$ cat src/rtl/display_pkg.sv
// Shared display constants for the 40x30 monochrome framebuffer and its VGA scan-out.
// The glyph renderers import this package too, so geometry lives here only.
package display_pkg;
    localparam int COLS       = 40;
    localparam int ROWS       = 30;
    localparam int FB_BITS    = COLS * ROWS;
    localparam int CELL_SHIFT = 4;
    localparam int CNT_W      = 10;

    localparam int H_ACTIVE = 640;
    localparam int H_FP     = 16;
    localparam int H_SYNC   = 96;
    localparam int H_BP     = 48;
    localparam int V_ACTIVE = 480;
    localparam int V_FP     = 10;
    localparam int V_SYNC   = 2;
    localparam int V_BP     = 33;

    typedef logic [11:0] rgb444_t;

    localparam rgb444_t FG_COLOR = 12'hFFF;
    localparam rgb444_t BG_COLOR = 12'h000;

    // row*40 + col without a multiplier: (row<<5) + (row<<3) + col.
    function automatic logic [10:0] fb_index(input logic [4:0] row, input logic [5:0] col);
        logic [10:0] w_row_ext;
        w_row_ext = {6'd0, row};
        return (w_row_ext << 5) + (w_row_ext << 3) + {5'd0, col};
    endfunction
endpackage

$ cat src/rtl/vga_timing.sv
// Pixel-clock enable plus horizontal/vertical counters and raw sync/active decode.
// Counters step only on clocks where pix_ce is high (25 MHz from the 50 MHz clock).
module vga_timing
    import display_pkg::*;
#(
    parameter int P_H_ACTIVE = H_ACTIVE,
    parameter int P_H_FP     = H_FP,
    parameter int P_H_SYNC   = H_SYNC,
    parameter int P_H_BP     = H_BP,
    parameter int P_V_ACTIVE = V_ACTIVE,
    parameter int P_V_FP     = V_FP,
    parameter int P_V_SYNC   = V_SYNC,
    parameter int P_V_BP     = V_BP
) (
    input  logic             clock,
    input  logic             reset_n,
    output logic             pix_ce,
    output logic [CNT_W-1:0] h,
    output logic [CNT_W-1:0] v,
    output logic             active,
    output logic             hs_raw,
    output logic             vs_raw,
    output logic             vblank_start
);
    localparam logic [CNT_W-1:0] H_LAST   = CNT_W'(P_H_ACTIVE + P_H_FP + P_H_SYNC + P_H_BP - 1);
    localparam logic [CNT_W-1:0] V_LAST   = CNT_W'(P_V_ACTIVE + P_V_FP + P_V_SYNC + P_V_BP - 1);
    localparam logic [CNT_W-1:0] H_ACT_C  = CNT_W'(P_H_ACTIVE);
    localparam logic [CNT_W-1:0] V_ACT_C  = CNT_W'(P_V_ACTIVE);
    localparam logic [CNT_W-1:0] HS_START = CNT_W'(P_H_ACTIVE + P_H_FP);
    localparam logic [CNT_W-1:0] HS_END   = CNT_W'(P_H_ACTIVE + P_H_FP + P_H_SYNC);
    localparam logic [CNT_W-1:0] VS_START = CNT_W'(P_V_ACTIVE + P_V_FP);
    localparam logic [CNT_W-1:0] VS_END   = CNT_W'(P_V_ACTIVE + P_V_FP + P_V_SYNC);

    logic             r_pix_ce;
    logic [CNT_W-1:0] r_h;
    logic [CNT_W-1:0] r_v;

    always_ff @(posedge clock or negedge reset_n) begin
        if (!reset_n) begin
            r_pix_ce <= 1'b0;
            r_h      <= '0;
            r_v      <= '0;
        end else begin
            r_pix_ce <= ~r_pix_ce;
            if (r_pix_ce) begin
                if (r_h == H_LAST) begin
                    r_h <= '0;
                    r_v <= (r_v == V_LAST) ? '0 : r_v + 10'd1;
                end else begin
                    r_h <= r_h + 10'd1;
                end
            end
        end
    end

    assign pix_ce       = r_pix_ce;
    assign h            = r_h;
    assign v            = r_v;
    assign active       = (r_h < H_ACT_C) && (r_v < V_ACT_C);
    assign hs_raw       = !((r_h >= HS_START) && (r_h < HS_END));
    assign vs_raw       = !((r_v >= VS_START) && (r_v < VS_END));
    assign vblank_start = (r_h == '0) && (r_v == V_ACT_C);
endmodule

$ cat src/rtl/vga_scanout.sv
// Scans the framebuffer out as VGA: a per-frame snapshot taken at vblank start keeps
// writers from tearing the picture; colour and syncs share one output register stage.
module vga_scanout
    import display_pkg::*;
#(
    parameter int P_H_ACTIVE = H_ACTIVE,
    parameter int P_H_FP     = H_FP,
    parameter int P_H_SYNC   = H_SYNC,
    parameter int P_H_BP     = H_BP,
    parameter int P_V_ACTIVE = V_ACTIVE,
    parameter int P_V_FP     = V_FP,
    parameter int P_V_SYNC   = V_SYNC,
    parameter int P_V_BP     = V_BP
) (
    input  logic               clock,
    input  logic               reset_n,
    input  logic [FB_BITS-1:0] framebuffer,
    output logic [3:0]         vga_r,
    output logic [3:0]         vga_g,
    output logic [3:0]         vga_b,
    output logic               vga_hs,
    output logic               vga_vs,
    output logic               frame_start
);
    logic             w_pix_ce;
    logic [CNT_W-1:0] w_h;
    logic [CNT_W-1:0] w_v;
    logic             w_active;
    logic             w_hs_raw;
    logic             w_vs_raw;
    logic             w_vblank_start;
    logic [4:0]       w_row;
    logic [5:0]       w_col;
    logic [10:0]      w_idx;
    logic             w_bit;
    rgb444_t          w_color;

    logic [FB_BITS-1:0] r_snap;
    rgb444_t            r_rgb;
    logic               r_hs;
    logic               r_vs;
    logic               r_fs;

    vga_timing #(
        .P_H_ACTIVE(P_H_ACTIVE), .P_H_FP(P_H_FP), .P_H_SYNC(P_H_SYNC), .P_H_BP(P_H_BP),
        .P_V_ACTIVE(P_V_ACTIVE), .P_V_FP(P_V_FP), .P_V_SYNC(P_V_SYNC), .P_V_BP(P_V_BP)
    ) u_timing (
        .clock       (clock),
        .reset_n     (reset_n),
        .pix_ce      (w_pix_ce),
        .h           (w_h),
        .v           (w_v),
        .active      (w_active),
        .hs_raw      (w_hs_raw),
        .vs_raw      (w_vs_raw),
        .vblank_start(w_vblank_start)
    );

    // Outside the active area the index can exceed 1199; the result is masked below.
    assign w_row   = 5'(w_v >> CELL_SHIFT);
    assign w_col   = 6'(w_h >> CELL_SHIFT);
    assign w_idx   = fb_index(w_row, w_col);
    assign w_bit   = r_snap[w_idx];
    assign w_color = w_active ? (w_bit ? FG_COLOR : BG_COLOR) : 12'h000;

    always_ff @(posedge clock or negedge reset_n) begin
        if (!reset_n) begin
            r_snap <= '0;
            r_rgb  <= 12'h000;
            r_hs   <= 1'b1;
            r_vs   <= 1'b1;
            r_fs   <= 1'b0;
        end else begin
            r_fs <= w_pix_ce && w_vblank_start;
            if (w_pix_ce) begin
                r_rgb <= w_color;
                r_hs  <= w_hs_raw;
                r_vs  <= w_vs_raw;
                if (w_vblank_start) begin
                    r_snap <= framebuffer;
                end
            end
        end
    end

    assign vga_r       = r_rgb[11:8];
    assign vga_g       = r_rgb[7:4];
    assign vga_b       = r_rgb[3:0];
    assign vga_hs      = r_hs;
    assign vga_vs      = r_vs;
    assign frame_start = r_fs;
endmodule

$ cat config.mk
export PLATFORM = sky130hd
export DESIGN_NAME = vga_scanout
export DESIGN_NICKNAME = d
export VERILOG_FILES = /design/src/rtl/display_pkg.sv /design/src/rtl/vga_timing.sv /design/src/rtl/vga_scanout.sv
export SDC_FILE = /design/constraint.sdc
export NUM_CORES = 2
export LEC_CHECK = 0
export BUFFER_PORTS_ARGS = -buffer_cell sky130_fd_sc_hd__buf_4
export CORE_AREA = 2 2 478 480
export CTS_CLUSTER_SIZE = 40
export DETAILED_ROUTE_END_ITERATION = 8
export DIE_AREA = 0 0 480 482
export PLACE_DENSITY = 0.45
export REMOVE_ABC_BUFFERS = 1
export SLEW_MARGIN = 30
export SYNTH_ARGS = -nofsm -noshare
export SYNTH_HDL_FRONTEND = slang
export SYNTH_SLANG_ARGS = --single-unit
$ cat constraint.sdc
create_clock -name clock -period 10.7 [get_ports clock]
set_input_delay 2.14 -clock clock [delete_from_list [all_inputs] [get_ports clock]]
set_output_delay 2.14 -clock clock [all_outputs]
set_load 0.05 [all_outputs]
==> results.yml <==
yosys:
  ys_ff_latch: 1225
  syn-cell-area_mm2: 0.0561
  syn_area_per_cell_um2: 16.0
  synth_top_area_share_pct: 54.6
  yosysTopAreaCell: "dfrtp_1"
  synth_top_flop_cell: "dfrtp_1"
  yosysMostFrequentCell: "dfrtp_1"
  synthCells: 3509
  synth-async-reset-ratio_pct: 100
  yosys-top-cells-count: "1223 x dfrtp_1, 1207 x mux2_2, 265 x mux4_2"
  synth_area_leaders: "dfrtp_1 55%, mux2_2 24%, mux4_2 11%"
  ys_types: 70
  ys_warn_count: 0
  synth_edf_count: 0
  seq_area_frac_synth_pct: 54.7
min_path:
  hold-path-endpoint: "vga_vs"
  min-delay-path-class: "reg -> reg"
  hold_depth: 2
  hp-start: "vga_vs"
worst_setup_path:
  r2r-start: "u_timing.v[4]"
  crit_path_max_fanout: 27
  crit_chain: "fa_1 > inv_1 > fa_4 > buf_4 > clkinv_1 > nand2_1 > nor2_1 > o31a_1 > a31oi_1 > a21oi_1 > a31oi_1"
  crit_path_end_kind: "flip-flop"
  start_kind: "flip-flop"
  crit_top_cell: "a31oi_1"
  arrival_ps: 6450
  rr_worst_depth: 11
  critPathRequiredTime_ps: 11400
  cpMaxStageDelayCell: "fa_4"
  cp-startpoint: "u_timing.v[4]"
  r2r-end: "r_rgb[10]"
  rrSetupSlack_ps: 4960
  path_class: "reg -> reg"
  cpPeakStageDelay_ps: 870
floorplanning:
  rows: 175
  coreArea_mm2: 0.226
  die_area_mm2: 0.231
  die_h_um: 482
  start_util_pct: 24.8
  pin_count: 1217
  die_w_um: 480
cts:
  post_cts_hold_buffer_count: 0
  clkLatencyLatePin_ps: 800
  htree_levels: 4
  cts_resized: 0
  post-cts-setup-buffer-count: 0
  clk_pin_slew_worst_paths_ps: 60
  cts_inserted_buffers: 154
  cts_buffer_depth: 3
  clockRootBuffer: "clkbuf_16"
  cts_tree: "done"
  numClockSinks: 1225
job:
  maxCapViolations: 0
place:
  place_area_mm2: 0.0682
  globalplace.congestion: 0.797
  place.port_buffers: 1216
  hpwl_um: 172000
  post-place-ws_ps: 4490
grt:
  grt_overflow: 0
  grt_pass1_wl_um: 316000
  grt_pass1_vias: 39400
  grt_max_degree: 179
  grt_antenna_before_repair: 129
  gr-usage-all-layers_pct: 19.5
sta:
  rsz0062_at_grt: "false"
  timing.setup.tns_ps: 0
  hold_violations: 0
  skew_ps: 43.9
  drv_slew: 0
  period_share_pct: 53.7
  fmax_mhz: 174
  period_needed_ps: 5740
  worst_pin_slew_ps: 1020
  maxSlewHeadroom_pct: 32.3
  fin_ws_ps: 4960
  setup_violations: 0
layout:
  layout.nets: 5909
  syn_to_final_growth_pct: 31.5
  multi_input_area_mm2: 0.0239
  final_util_pct: 32.6
  design_area_mm2: 0.0737
  nFillCells: 22664
  regArea_mm2: 0.0307
  drive_gt1_share_pct: 62.8
detailed_routing:
  wire_per_inst_um: 29.3
  antenna_left: 0
  avgViaCountPerCell: 4.60
  vias: 36286
  drc: 0
  drtPass1Iterations: 5
  drt_wl_total_um: 231000
  drt-initial-drc-count: 1919
pwr:
  irDropWorstVdd_mv: 0.117
  p_leak_nw: 36.1
  p_per_area_mw_per_mm2: 141
status:
  status: "finished clean"
-- how the worst max path moves through the flow --
stage	to	slack (ps)	depth (start not counted)
after floorplan	r_snap[0]	-27500	5
after global placement	r_rgb[10]	3980	12
after detailed placement	r_rgb[10]	4490	11
after CTS	r_rgb[10]	4500	11
after global routing	r_rgb[10]	4520	11
final	r_rgb[10]	4960	11
-- routing by layer --
layer  global-route usage [%]  share of wire (%)
met5                        0               0.25
met2                     31.6                 48
met3                     7.41                8.6
met4                     6.35                2.1
met1                     23.9                 41
-- flip-flops by register name (all words and copies together) (netlist names) --
| signal | flops |
|---|---|
| u_timing.pix_ce | 1 |
| r_rgb | 1 |
| vga_vs | 1 |
| r_snap | 1200 |
| u_timing.h | 10 |
| u_timing.v | 10 |
| vga_hs | 1 |
| frame_start | 1 |
-- cell families after synthesis --
group | Yosys count | synth area share, %
AND/OR/NAND/NOR | 198 | 1.80
multiplexers | 1594 | 37.5
buffers and inverters | 272 | 3.05
AO/OA/AOI/OAI | 189 | 2.37
adder cells (fa/ha/maj) | 15 | 0.362
flip-flops | 1225 | 54.7
XOR/XNOR | 16 | 0.250
-- layout make-up --
type                       instances  share of cell area (%)
sequential                      1225                    41.6
multi-input combinational       2012                    32.4
timing repair buffer            1283                    13.7
clock buffer                     241                    6.23
tap                             3009                    5.11
clock inverter                    33                   0.698
antenna                           66                   0.224
inverter                          16                  0.0815
-- power breakdown --
part,switching [mW],internal (mW),leakage (nW)
sequential,0,4.63,17.1
clock,2.19,3.09,2.47
combinational,0.181,0.286,16.5
-- through the flow --
step	instances	power, mW	hold slack, ps
2_1_floorplan	3253	4.72	469
3_3_place_gp	7532	5.19	482
3_5_place_dp	7537	5.19	485
4_1_cts	7811	10.6	492
5_1_grt	7860	10.8	508
6_report	7885	10.4	489
-- cells in the final DEF, fill, tap and decap left out, drive strengths merged, types with 15 or more instances in the layout --
| cell type | netlist | layout |
|---|---|---|
| buf | 221 | 1283 |
| dfrtp | 1223 | 1223 |
| mux2 | 1207 | 1207 |
| mux4 | 279 | 279 |
| clkbuf | 35 | 241 |
| mux2i | 108 | 108 |
| diode | 0 | 66 |
| a22oi | 58 | 58 |
| nand2 | 51 | 51 |
| nor2 | 36 | 36 |
| a21oi | 32 | 32 |
| nand3 | 28 | 28 |
| o21ai | 24 | 24 |
| inv | 15 | 23 |
| clkinv | 1 | 16 |
| a221oi | 15 | 15 |
-- critical path: cells and delay by family (launching register included) --
kind                       cells  cell delay [ps]
buffers and inverters          3             1380
DFF                            1              480
AOI/OAI and AO/OA              4             1300
and+or+nand+nor                2              970
adders and majority gates      2             1480
Power figures use the tool's default switching activity.
